--- src/rtl/bcd_adder.sv ---
// Registered packed-BCD adder: DIGITS-wide operands plus carry-in, one-cycle latency.
// Optional input-digit range checker on err is enabled by defining BCD_ADDER_CHECK_EN.
module bcd_adder #(
  parameter int DIGITS = 1
) (
  input  logic                  clk,
  input  logic                  rst,
  input  logic                  in_valid,
  input  logic [4*DIGITS-1:0]   a,
  input  logic [4*DIGITS-1:0]   b,
  input  logic                  cin,
  output logic [4*DIGITS-1:0]   sum,
  output logic                  cout,
  output logic                  out_valid,
  output logic                  err
);

  // Handshake: an operand set is accepted on every rising edge where in_valid is
  // high and rst is low; out_valid pulses for one cycle after each acceptance.
  // There is no ready: each new result simply overwrites the previous one.

  logic [DIGITS:0]       w_carry;
  logic [4*DIGITS-1:0]   w_sum;
  logic                  w_err;

  logic [4*DIGITS-1:0]   r_sum;
  logic                  r_cout;
  logic                  r_valid;

  assign w_carry[0] = cin;

  // Carry ripples through every digit in the same cycle.
  for (genvar gi = 0; gi < DIGITS; gi++) begin : g_digit
    logic [4:0] w_z;
    logic       w_k;

    assign w_z = {1'b0, a[4*gi +: 4]} + {1'b0, b[4*gi +: 4]} + {4'b0000, w_carry[gi]};
    // Same as w_z > 9, also valid for non-BCD input digits up to 31.
    assign w_k = w_z[4] | (w_z[3] & (w_z[2] | w_z[1]));
    assign w_sum[4*gi +: 4] = w_z[3:0] + (w_k ? 4'd6 : 4'd0);
    assign w_carry[gi+1] = w_k;
  end

`ifdef BCD_ADDER_CHECK_EN
  logic [DIGITS-1:0] w_bad;
  logic              r_err;

  for (genvar gj = 0; gj < DIGITS; gj++) begin : g_check
    assign w_bad[gj] = (a[4*gj +: 4] > 4'd9) | (b[4*gj +: 4] > 4'd9);
  end

  assign w_err = |w_bad;

  always_ff @(posedge clk) begin
    if (rst) begin
      r_err <= 1'b0;
    end else if (in_valid) begin
      r_err <= w_err;
    end
  end

  assign err = r_err;
`else
  assign w_err = 1'b0;
  assign err   = w_err;
`endif

  always_ff @(posedge clk) begin
    if (rst) begin
      r_sum   <= '0;
      r_cout  <= 1'b0;
      r_valid <= 1'b0;
    end else begin
      r_valid <= in_valid;
      if (in_valid) begin
        r_sum  <= w_sum;
        r_cout <= w_carry[DIGITS];
      end
    end
  end

  assign sum       = r_sum;
  assign cout      = r_cout;
  assign out_valid = r_valid;

endmodule

--- config.mk ---
export PLATFORM = sky130hd
export DESIGN_NAME = bcd_adder
export DESIGN_NICKNAME = d
export VERILOG_FILES = /design/src/rtl/bcd_adder.sv
export SDC_FILE = /design/constraint.sdc
export NUM_CORES = 1
export LEC_CHECK = 0
export CAP_MARGIN = 20
export CORE_AREA = 3 3 40 42
export CTS_CLUSTER_DIAMETER = 150
export DETAILED_ROUTE_END_ITERATION = 10
export DIE_AREA = 0 0 43 45
export HOLD_SLACK_MARGIN = 0.15
export PLACE_DENSITY = 0.62
export SLEW_MARGIN = 40
export SYNTH_ARGS = -nofsm -noshare
export SYNTH_HDL_FRONTEND = slang
export SYNTH_SLANG_ARGS = --single-unit
--- constraint.sdc ---
create_clock -name clk -period 3.9 [get_ports clk]
set_input_delay 0.39 -clock clk [delete_from_list [all_inputs] [get_ports clk]]
set_output_delay 0.39 -clock clk [all_outputs]
set_load 0.01 [all_outputs]
Word level (Yosys, flattened, before mapping)
Index checks and enable logic that the tools add are counted.
W data, S select, Z words.
{"block": "classes", "n_addsub": 3, "n_mul": 0, "div_mod_pow": 0, "order_cmp": 0, "eq_ne": 0, "n_shift": 0, "n_mux": 1, "bitwise_logic": 3, "reduce_logical": 0}
{"cell": "$add A4 B4 Y5", "count": 1}
{"cell": "$add A5 B1 Y5", "count": 1}
{"cell": "$add A4 B3 Y4", "count": 1}
{"cell": "$mux W3", "count": 1}
{"cell": "$or A1 B1 Y1", "count": 2}
{"cell": "$and A1 B1 Y1", "count": 1}
{"block": "totals", "regBits": 6, "latchBits": 0, "ramBits": 0, "mem_bits_ro": 0, "input_bits": 12, "out_inout_bits": 7, "elab_cells": 10, "mem_count": 0}

Longest topological paths before layout
Gate-level depths: netlist of the first run.
{"block": "depth", "depth_word": 7, "depth_mapped": 14, "mapped_depth_nobuf": 14}

Least setup slack after synthesis of the first run
OpenSTA, ideal clock, no wires.
{"block": "synth_path", "path_type": "in2reg", "start": "input port a[0]", "end": "register r_sum[3], in the netlist sum[3]", "setup_ns": 0.114, "arrival_ns": 2.855, "t_required_ns": 3.786, "slack_ns": 0.931, "cell_stages": 14, "path_buffers": 0, "cell_sequence": "inv_1 > fa_1 > fa_1 > xor2_1 > nand2_1 > a221oi_2 > inv_1 > ha_1 > inv_1 > fa_1 > xnor2_1 > xnor2_1 > mux2i_1 > nor2b_1"}
{"block": "synth_between", "elab_chain_cells": 7}
{"item": "from (decl)", "line": "9", "text": "input logic [4*DIGITS-1:0] a,"}
{"item": "$add A4 B4 Y5 *", "line": "37", "text": "assign w_z = {1'b0, a[4*gi +: 4]} + {1'b0, b[4*gi +: 4]} + {4'b0000, w_carry[gi]};"}
{"item": "$add A5 B1 Y5 *", "line": "37"}
{"item": "$or A1 B1 Y1", "line": "39", "text": "assign w_k = w_z[4] | (w_z[3] & (w_z[2] | w_z[1]));"}
{"item": "$and A1 B1 Y1", "line": "39"}
{"item": "$or A1 B1 Y1 *", "line": "39"}
{"item": "via g_digit[0].w_k", "line": "35", "text": "logic w_k;"}
{"item": "$mux W3 *", "line": "40", "text": "assign w_sum[4*gi +: 4] = w_z[3:0] + (w_k ? 4'd6 : 4'd0);"}
{"item": "$add A4 B3 Y4 *", "line": "40"}
{"item": "to (signal assigned)", "line": "76", "text": "r_sum <= w_sum;"}
{"item": "to (decl)", "line": "26", "text": "logic [4*DIGITS-1:0] r_sum;"}
The timed path passes the listed nets; every way through them passes the cells marked *.
A chain may end at the register's enable or synchronous reset.

Final worst setup path of the first run
Ends and elaborated chain as after synthesis.

==> summary.txt, run 1 <==
Logic synthesis
  • Mapped Cells: 48
  • Netlist cell types: 19
  • Syn Area/Cell: around 9.4 µm²
  • Warnings, synthesis: 0
  • Seq cells post-synth: 6
  • Synth area leaders: dfxtp_1 (27%), fa_1 (13%), ha_1 (11%), inv_1 (8.3%), nor2_1 (5.0%)
  • Register area share after synthesis: 0.267
  • Post-Syn Nets: 67
  • Area share of the largest cell type after synthesis: 0.267
  • Largest area contributor in the netlist: dfxtp_1
  • Post-Syn Area: between 400 and 500 µm²

Final layout
  • ANT cells: 0
  • Reg area: about 120 µm²
  • Layout cells sized above 1: 0.134
  • Combined area of the multi-input logic cells: around 280 µm²
  • Fill cells: roughly 130
  • Nets@finish: slightly below 90
  • Most common cell after layout, fill and taps aside: clkdlybuf4s50_1
  • P&R area growth vs syn: 46.1%
  • Commonest non-fill, non-tap cells in the layout: clkdlybuf4s50_1 (17), inv_1 (10), nor2_1 (6), dfxtp_1 (6), ha_1 (4)

Critical path
  • Critical path class: in2reg
  • Critical Path AT: approximately 3400 ps
  • Slowest cell on crit path: fa_1
  • Crit path required time: around 4000 ps
  • Critical path's largest stage delay: 460 ps
  • CP cell instances: clkdlybuf4s50_1 > inv_1 > fa_1 > fa_1 > xor2_1 > nand2_1 > a221oi_2 > inv_1 > ha_1 > inv_1 > fa_1 > xnor2_1 > xnor2_1 > mux2i_1 > nor2b_1
  • R2R Path End: sum[3]$_SDFFE_PP0P_
  • Worst r2r path cells: 3
  • Setup crit end kind: flip-flop
  • FF-to-FF Start: sum[3]$_SDFFE_PP0P_
  • FF-to-FF setup slack: between 3000 and 4000 ps
  • Startpoint types: primary input
  • Crit path max fanout: 2

Global route
  • Congestion Overflow GR: 0
  • GRT Util Overall: 0.103
  • Vias in the first global route: roughly 370
  • Largest net degree at the start of global routing: 10
  • Initial antenna violation count: 0
  • First-pass GRT wire length: approximately 1400 µm

Worst hold path
  • HP Start: sum[2]$_SDFFE_PP0P_
  • Hold-critical path depth: 2
  • Worst hold endpoint: sum[2]$_SDFFE_PP0P_
  • Worst Hold Class: reg2reg

STA
  • F_max: 311 MHz
  • TNS Setup: 0 ps
  • Final hold viol count: 0
  • Final worst path period share: 0.825
  • Minimum clock period: approximately 3200 ps
  • Max Slew Vio Count: 0
  • Clk_skew: 0 ps
  • Setup Viol. Count Final: 0
  • Unrepaired setup endpoints after global routing: false

CTS
  • CTS buffer count: 3
  • CTS Buffer Depth: 2
  • CTS resizes: 0
  • CTS Sinks: 6
  • CTS tree: yes
  • Post-CTS Setup Inserts: 0
  • CTS H-Tree Depth: 1
  • Root Buffer: clkbuf_4
  • Hold_buf cts: 0
  • Worst-path clk slew: 50 ps
  • Insertion delay to the later sink of the worst-skew pair: about 240 ps

Floorplanning
  • Core ar.: ~1300 µm²
  • Cell row count: 13
  • Die Area: slightly below 2000 µm²
  • Starting Density: 0.351
  • Die height: between 40 and 50 µm
  • Top Ports: 19
  • Die extent in x: between 40 and 50 µm

Placement
  • Port Buffers: 17
  • Final Wtd Congestion: between 0.6 and 0.7
  • Post-DP HPWL: between 600 and 700 µm

Drt
  • DR iter-0 viols: 6
  • DRC viols: 0
  • WL final: around 800 µm
  • Vias per std cell: approximately 4.4
  • Post-DRT Antenna Nets: 0
  • Iteration count of the initial detailed-routing pass: 3
  • Vias after detailed routing: about 360
  • Routed wire length per instance: 9.76 µm

Pwr
  • Cell area power density: around 360 nW/µm²
  • P_int: around 170 µW
  • Clock power frac: 0.240
  • Total Power: about 240 µW
  • Register share of total power: 0.315
  • Gate power share: 0.445
  • Net Sw Frac: 0.300
  • Highest ir drop seen on vdd: 0.118 mV
  • P_leak: between 0.3 and 0.4 nW
  • Psw: 70.9 µW

Run
  • Max Cap Viol: 0

Outcome
  • Status: finished, final reports clean
## layout make-up
cell class	count	share of cell area
flip-flops and latches	6	0.183
clock buffers	3	0.0342
well taps	15	0.0285
multi-input cells	30	0.428
inverters	10	0.0570
repair buffers	18	0.270
## flip-flops by register name, indices dropped and copies added (netlist names)
signal,flops
cout,1
sum,4
out_valid,1
## critical path: cells and delay by family
family                   cells  cell delay, ps
adder cells (fa/ha/maj)      4            1220
multiplexers                 1              80
AO/OA/AOI/OAI                1             270
XOR/XNOR                     3             510
AND/OR/NAND/NOR              2             240
buffers and inverters        4             650
## cells in the mapped netlist
cell type / n
clkbuf_1: 1
a221oi_2: 1
nor2_1: 6
fa_1: 3
a211oi_1: 2
xor2_1: 2
nand2_1: 1
ha_1: 4
a211oi_2: 1
conb_1: 1
dfxtp_1: 6
nand2b_4: 1
a21o_2: 1
buf_4: 1
mux2i_1: 2
a21oi_2: 1
inv_1: 10
nor2b_1: 2
xnor2_1: 2
## power by group through the flow
stage,clock (mW),combinational (mW),sequential [mW]
finish,0.0569,0.105,0.0745
global route,0.0632,0.118,0.0753
CTS,0.0591,0.107,0.0746
detailed placement,0,0.106,0.0756
global placement,0,0.105,0.0757
floorplan,0,0.0615,0.0800
## metal layers
layer | GRT usage | share of wire
met1 | 0.0978 | 0.38
met2 | 0.177 | 0.50
met3 | 0.0359 | 0.094
met4 | 0.0904 | 0.021
met5 | 0 | 0
## kinds of logic after synthesis
group / synth area share
simple gates: 0.117
flops: 0.267
fa+ha+maj: 0.244
buf+inv: 0.108
xor+xnor: 0.0778
mux: 0.0444
compound gates: 0.133
other cells: 0.00833
## worst max path at each step
stage,start,slack [ps],end,cells past startpoint
floorplan,a[0],930,sum[3]$_SDFFE_PP0P_,14
global placement,a[0],440,sum[3]$_SDFFE_PP0P_,15
detailed placement,a[0],400,sum[3]$_SDFFE_PP0P_,15
CTS,a[0],660,sum[3]$_SDFFE_PP0P_,15
global route,a[0],430,sum[3]$_SDFFE_PP0P_,15
finish,a[0],680,sum[3]$_SDFFE_PP0P_,15
## stage by stage
step           instance area (µm²)  setup WS, ps  utilization  hold WS [ps]  cells
2_1_floorplan                  450           931            -           455     48
3_3_place_gp                   636           435        0.495           468     79
3_5_place_dp                   636           398        0.495           469     79
4_1_cts                        658           655        0.512           475     82
5_1_grt                        658           428        0.512           502     82
6_report                       658           682        0.512           472     82
Note: power is estimated with default switching activity, not from simulation.
==> run 2, diff against run 1 <==
==> constraint.sdc (replaced) <==
create_clock -name clk -period 3.2 [get_ports clk]
set_input_delay 0.32 -clock clk [delete_from_list [all_inputs] [get_ports clk]]
set_output_delay 0.32 -clock clk [all_outputs]
set_load 0.01 [all_outputs]
==> run 2 against run 1 <==
  * Critical path depth unchanged
  * Clock-buffer cell count unchanged
  * Largest power group unchanged
  * Highest routed layer is now met3
  * Critical endpoint unchanged
  * Worst setup slack got worse by 500 ps
  * Sequential share of layout area down 0.86 points
  * Wire length down 8.5%
  * Final cell count is 3.7% higher
  * Combinational power up 33%
  * Via count increased by 2.2%
  * Clock power up 19%
  * Design area rose by 4.9%
  * First-iteration DRC count fell by 33%
  * Flip-flop and latch count unchanged
==> summary.txt, run 2 (synthesis gave the netlist of run 1 again) <==
CTS
  • CTS Sinks: 6 (unchanged)
  • Worst-path clk slew: 40 ps (about the same)
  • Insertion delay to the later sink of the worst-skew pair: 240 ps (about the same)
  • CTS tree: yes
  • CTS H-Tree Depth: 1 (unchanged)
  • CTS Buffer Depth: 2 (unchanged)
  • Root Buffer: clkbuf_4
  • CTS buffer count: 3 (unchanged)
  • Post-CTS Setup Inserts: 0 (unchanged)

Pwr
  • Highest ir drop seen on vdd: 0.127 mV (+7.7%)
  • Cell area power density: 432 nW/µm² (+20%)
  • Total Power: 299 µW (+26%)
  • P_leak: 0.321 nW (+6.4%)

STA
  • F_max: 331 MHz
  • Final worst path period share: 0.945
  • Setup Viol. Count Final: 0 (unchanged)
  • Final hold viol count: 0 (unchanged)
  • Clk_skew: 0 ps (unchanged)
  • Minimum clock period: approximately 3000 ps
  • TNS Setup: 0 ps (unchanged)
  • Final WS setup: 177 ps (-505 ps)
  • Unrepaired setup endpoints after global routing: false
  • Max Slew Vio Count: 0 (unchanged)
  • WHS: 473 ps (+1.12 ps)

Final layout
  • Max FFs per register: 4 (unchanged)
  • Nets@finish: 91 (+3.4%)
  • Post-Route Utilization: 0.537 (+0.0253)
  • Layout cells sized above 1: 0.200 (+0.0657)
  • Most common cell after layout, fill and taps aside: clkdlybuf4s50_1
  • P&R area growth vs syn: 53.3%
  • Commonest non-fill, non-tap cells in the layout: clkdlybuf4s50_1 (17), inv_1 (10), nor2_1 (6), dfxtp_1 (6)
  • ANT cells: 0 (unchanged)

Outcome
  • Status: finished, final reports clean

Global route
  • First-pass GRT wire length: 1360 µm (-4.4%)
  • Largest net degree at the start of global routing: 10 (unchanged)
  • Initial antenna violation count: 0 (unchanged)
  • GRT Util Overall: 0.0970 (-0.00594)
  • Vias in the first global route: 361 (-1.6%)
  • Congestion Overflow GR: 0 (unchanged)

Floorplanning
  • Cell row count: 13 (unchanged)
  • Die height: 45 µm (unchanged)
  • Top Ports: 19 (unchanged)
  • Starting Density: 0.351 (unchanged)
  • Core ar.: 1280 µm² (unchanged)
  • Die Area: 1940 µm² (unchanged)
  • Die extent in x: 43 µm (unchanged)

Drt
  • Iteration count of the initial detailed-routing pass: 3 (unchanged)
  • WL final: 732 µm (-8.5%)
  • Post-DRT Antenna Nets: 0 (unchanged)
  • Routed wire length per instance: 8.61 µm (-12%)
  • DR iter-0 viols: 4 (-2)
  • DRC viols: 0 (unchanged)
  • Vias per std cell: 4.34 (-1.4%)
  • Vias after detailed routing: 369 (+2.2%)

Worst hold path
  • Worst Hold Class: reg2reg
  • Hold-critical path depth: 2 (unchanged)

Placement
  • Port Buffers: 17 (unchanged)
  • Post-DP HPWL: 630 µm (-6.6%)
  • Dpl ws: -140 ps (-538 ps)
  • Final Wtd Congestion: 0.677 (+2.2%)

Critical path
  • Startpoint types: primary input
  • Critical Path AT: 3150 ps (-200 ps)
  • Worst r2r path cells: 3 (unchanged)
  • Crit path max fanout: 2 (unchanged)
  • Crit path required time: 3320 ps (-710 ps)
  • Setup crit end kind: flip-flop
  • Critical path class: in2reg

Run
  • Max Cap Viol: 0 (unchanged)
-- run 2: worst paths after layout --
path / from / to / slack [ps]
worst min-delay path: sum[2]$_SDFFE_PP0P_ / sum[2]$_SDFFE_PP0P_ / 470
worst max-delay path: a[0] / sum[3]$_SDFFE_PP0P_ / 180
worst max register to register: sum[3]$_SDFFE_PP0P_ / sum[3]$_SDFFE_PP0P_ / 2540
worst min register to register: sum[2]$_SDFFE_PP0P_ / sum[2]$_SDFFE_PP0P_ / 470
-- run 2: worst max-delay path: stages --
cell             delay (ps)
clkdlybuf4s50_1         450
inv_1                    50
fa_1                    460
fa_2                    370
xor2_1                  170
nand2_1                  90
a221oi_2                270
inv_1                    70
ha_1                    180
inv_1                    60
fa_1                    200
xnor2_2                 120
xnor2_1                 130
mux2i_1                  80
nor2b_1                 130
-- run 2: area by class of cell --
class / count / area, µm²
sequential: 6 / 120
multi-input combinational: 30 / 292
tap: 15 / 18.8
fill: 136 / 594
clock buffer: 3 / 22.5
timing repair buffer: 21 / 200
inverter: 10 / 37.5
-- run 2: metal layers --
layer	vias up	GRT usage	wire, µm
met5	-	0	0
met4	0	0.0904	0
met3	0	0.0239	55
met2	13	0.162	374
met1	164	0.100	302
li1	192	-	-
-- run 2: what timing repair did --
item	4_1_cts	5_1_grt
resized for setup	0	2
setup endpoints to repair	0	1
hold buffers	0	0
-- run 2: per-stage QoR --
stage	area (µm²)	instances
global placement	658	82
detailed placement	658	82
global route	691	85
floorplan	450	48
CTS	681	85
finish	691	85
-- run 2: report_power, final --
part	switching [mW]	internal, mW	total [mW]
Combinational	0.0565	0.0837	0.140
Sequential	0.00473	0.0860	0.0907
Clock	0.0254	0.0423	0.0677
==> run 3, diff against run 2 <==
--- a/config.mk
+++ b/config.mk
@@ -5,12 +5,13 @@
 export SDC_FILE = /design/constraint.sdc
 export NUM_CORES = 1
 export LEC_CHECK = 0
-export CAP_MARGIN = 20
+export CAP_MARGIN = 5
 export CORE_AREA = 3 3 40 42
 export CTS_CLUSTER_DIAMETER = 150
 export DETAILED_ROUTE_END_ITERATION = 10
 export DIE_AREA = 0 0 43 45
 export HOLD_SLACK_MARGIN = 0.15
+export MAX_ROUTING_LAYER = met4
 export PLACE_DENSITY = 0.62
 export SLEW_MARGIN = 40
 export SYNTH_ARGS = -nofsm -noshare
==> run 3 against run 2 <==
  * Clock skew did not move
  * Non-clock buffer count unchanged
  * Register-to-register slack hardly changed
  * Largest power group unchanged
  * Critical endpoint unchanged
  * Combinational power about the same
  * Critical path type unchanged
  * Clock-buffer cell count unchanged
==> summary.txt, run 3 (synthesis gave the netlist of run 1 again) <==
Outcome
  • Status: finished, final reports clean

Placement
  • Inst Count DP: 82 (unchanged)
  • Dpl ws: -140 ps (unchanged)
  • Port Buffers: 17 (unchanged)
  • Final Wtd Congestion: 0.683 (+1.0%)
  • Post-DP HPWL: 630 µm (unchanged)

Worst hold path
  • Worst Hold Class: reg2reg
  • HP Start: sum[2]$_SDFFE_PP0P_
  • Worst hold endpoint: sum[2]$_SDFFE_PP0P_
  • Hold-critical path depth: 2 (unchanged)

CTS
  • CTS Buffer Depth: 2 (unchanged)
  • CTS buffer count: 3 (unchanged)
  • CTS tree: yes
  • Insertion delay to the later sink of the worst-skew pair: 240 ps (about the same)
  • Hold_buf cts: 0 (unchanged)
  • CTS Sinks: 6 (unchanged)
  • Worst-path clk slew: 40 ps (about the same)
  • Root Buffer: clkbuf_4
  • CTS H-Tree Depth: 1 (unchanged)
  • Post-CTS Setup Inserts: 0 (unchanged)

Critical path
  • FF-to-FF setup slack: 2540 ps (about the same)
  • Setup crit end kind: flip-flop
  • Crit path max fanout: 2 (unchanged)
  • Crit path required time: 3320 ps (about the same)
  • FF-to-FF Start: sum[3]$_SDFFE_PP0P_
  • Startpoint types: primary input
  • Worst r2r path cells: 3 (unchanged)
  • Critical path class: in2reg
  • Critical Path AT: 3150 ps (about the same)
  • R2R Path End: sum[3]$_SDFFE_PP0P_

Final layout
  • Combined area of the multi-input logic cells: 292 µm² (unchanged)
  • Reg area: 120 µm² (unchanged)
  • Commonest non-fill, non-tap cells in the layout: clkdlybuf4s50_1 (17), inv_1 (10), nor2_1 (6), dfxtp_1 (6)
  • Nets@finish: 91 (unchanged)
  • P&R area growth vs syn: 53.3% (unchanged)
  • Most common cell after layout, fill and taps aside: clkdlybuf4s50_1
  • ANT cells: 0 (unchanged)
  • Layout cells sized above 1: 0.200 (unchanged)
  • Fin cells: 85 (unchanged)
  • Fill cells: 136 (unchanged)
  • Max FFs per register: 4 (unchanged)

Global route
  • Congestion Overflow GR: 0 (unchanged)
  • Initial antenna violation count: 0 (unchanged)
  • Largest net degree at the start of global routing: 10 (unchanged)
  • First-pass GRT wire length: 1360 µm (unchanged)
  • Vias in the first global route: 362 (+0.28%)
  • GRT Util Overall: 0.0999 (+0.00292)

STA
  • F_max: 331 MHz (about the same)
  • Final hold viol count: 0 (unchanged)
  • Setup Viol. Count Final: 0 (unchanged)
  • Final WS setup: 177 ps (+0.0170 ps)
  • Clk_skew: 0 ps (unchanged)
  • Final worst path period share: 0.945 (about the same)
  • Max Slew Vio Count: 0 (unchanged)
  • Unrepaired setup endpoints after global routing: false
  • Minimum clock period: 3020 ps (-0.0170 ps)

Floorplanning
  • Core ar.: 1280 µm² (unchanged)
  • Top Ports: 19 (unchanged)
  • Die extent in x: 43 µm (unchanged)
  • Die Area: 1940 µm² (unchanged)
  • Cell row count: 13 (unchanged)
  • Starting Density: 0.351 (unchanged)
  • Die height: 45 µm (unchanged)

Drt
  • Iteration count of the initial detailed-routing pass: 3 (unchanged)
  • DR iter-0 viols: 4 (unchanged)
  • WL final: 732 µm (unchanged)
  • Vias after detailed routing: 369 (unchanged)
  • Post-DRT Antenna Nets: 0 (unchanged)
  • Routed wire length per instance: 8.61 µm (unchanged)
  • Vias per std cell: 4.34 (unchanged)
  • DRC viols: 0 (unchanged)

Pwr
  • Cell area power density: 432 nW/µm² (about the same)
  • Highest ir drop seen on vdd: 0.127 mV (about the same)
  • P_leak: 0.321 nW (unchanged)

Run
  • Max Cap Viol: 0 (unchanged)
## run 3: cell counts in the layout (fill, tap and decap cells not counted)
No cell type changed its count.
## run 3: power breakdown
part / leakage, nW / internal (mW) / switching, mW
registers: 0.0498 / 0.0860 / 0.00473
clock network: 0.0138 / 0.0423 / 0.0254
logic: 0.258 / 0.0837 / 0.0565
## run 3: routing by layer
metal | global-route usage | vias up | part of all wire | wire length, µm
met4 | 0.0904 | 0 | 0 | 0
met2 | 0.162 | 13 | 0.51 | 375
met1 | 0.100 | 164 | 0.41 | 302
li1 | - | 192 | - | -
met5 | - | - | 0 | 0
met3 | 0.0239 | 0 | 0.074 | 54
## run 3: through the flow
stage           util  hold slack [ps]  setup TNS, ps  total power, mW  area [µm²]
6_report       0.537              473              0            0.299         691
5_1_grt        0.537              502              0            0.327         691
4_1_cts        0.530              478              0            0.300         681
3_5_place_dp   0.512              472           -209            0.228         658
3_3_place_gp   0.512              468           -160            0.227         658
2_1_floorplan      -              385              0            0.172         450
## run 3: area by class of cell
class | count | area share
clock buffers | 3 | 0.0326
inverters | 10 | 0.0543
multi-input cells | 30 | 0.422
flip-flops and latches | 6 | 0.174
well taps | 15 | 0.0272
repair buffers | 21 | 0.290
## run 3: how the worst max path moves through the flow
stage | endpoint | cells after the start | slack, ps | startpoint
after floorplan | sum[3]$_SDFFE_PP0P_ | 14 | 300 | a[0]
after global routing | sum[3]$_SDFFE_PP0P_ | 15 | 8 | a[0]
after global placement | sum[3]$_SDFFE_PP0P_ | 15 | -110 | a[0]
final | sum[3]$_SDFFE_PP0P_ | 15 | 180 | a[0]
after detailed placement | sum[3]$_SDFFE_PP0P_ | 15 | -140 | a[0]
after CTS | sum[3]$_SDFFE_PP0P_ | 15 | 120 | a[0]
## run 3: critical path, stage by stage
cell and delay [ps]:
clkdlybuf4s50_1 450, inv_1 50, fa_1 460, fa_2 370
xor2_1 170, nand2_1 90, a221oi_2 270, inv_1 70
ha_1 180, inv_1 60, fa_1 200, xnor2_2 120
xnor2_1 130, mux2i_1 80, nor2b_1 130
## run 3: what timing repair did
action,in CTS,in global routing
endpoints found under the hold margin,0,0
endpoints found under the setup margin,0,1
resized for setup,0,2
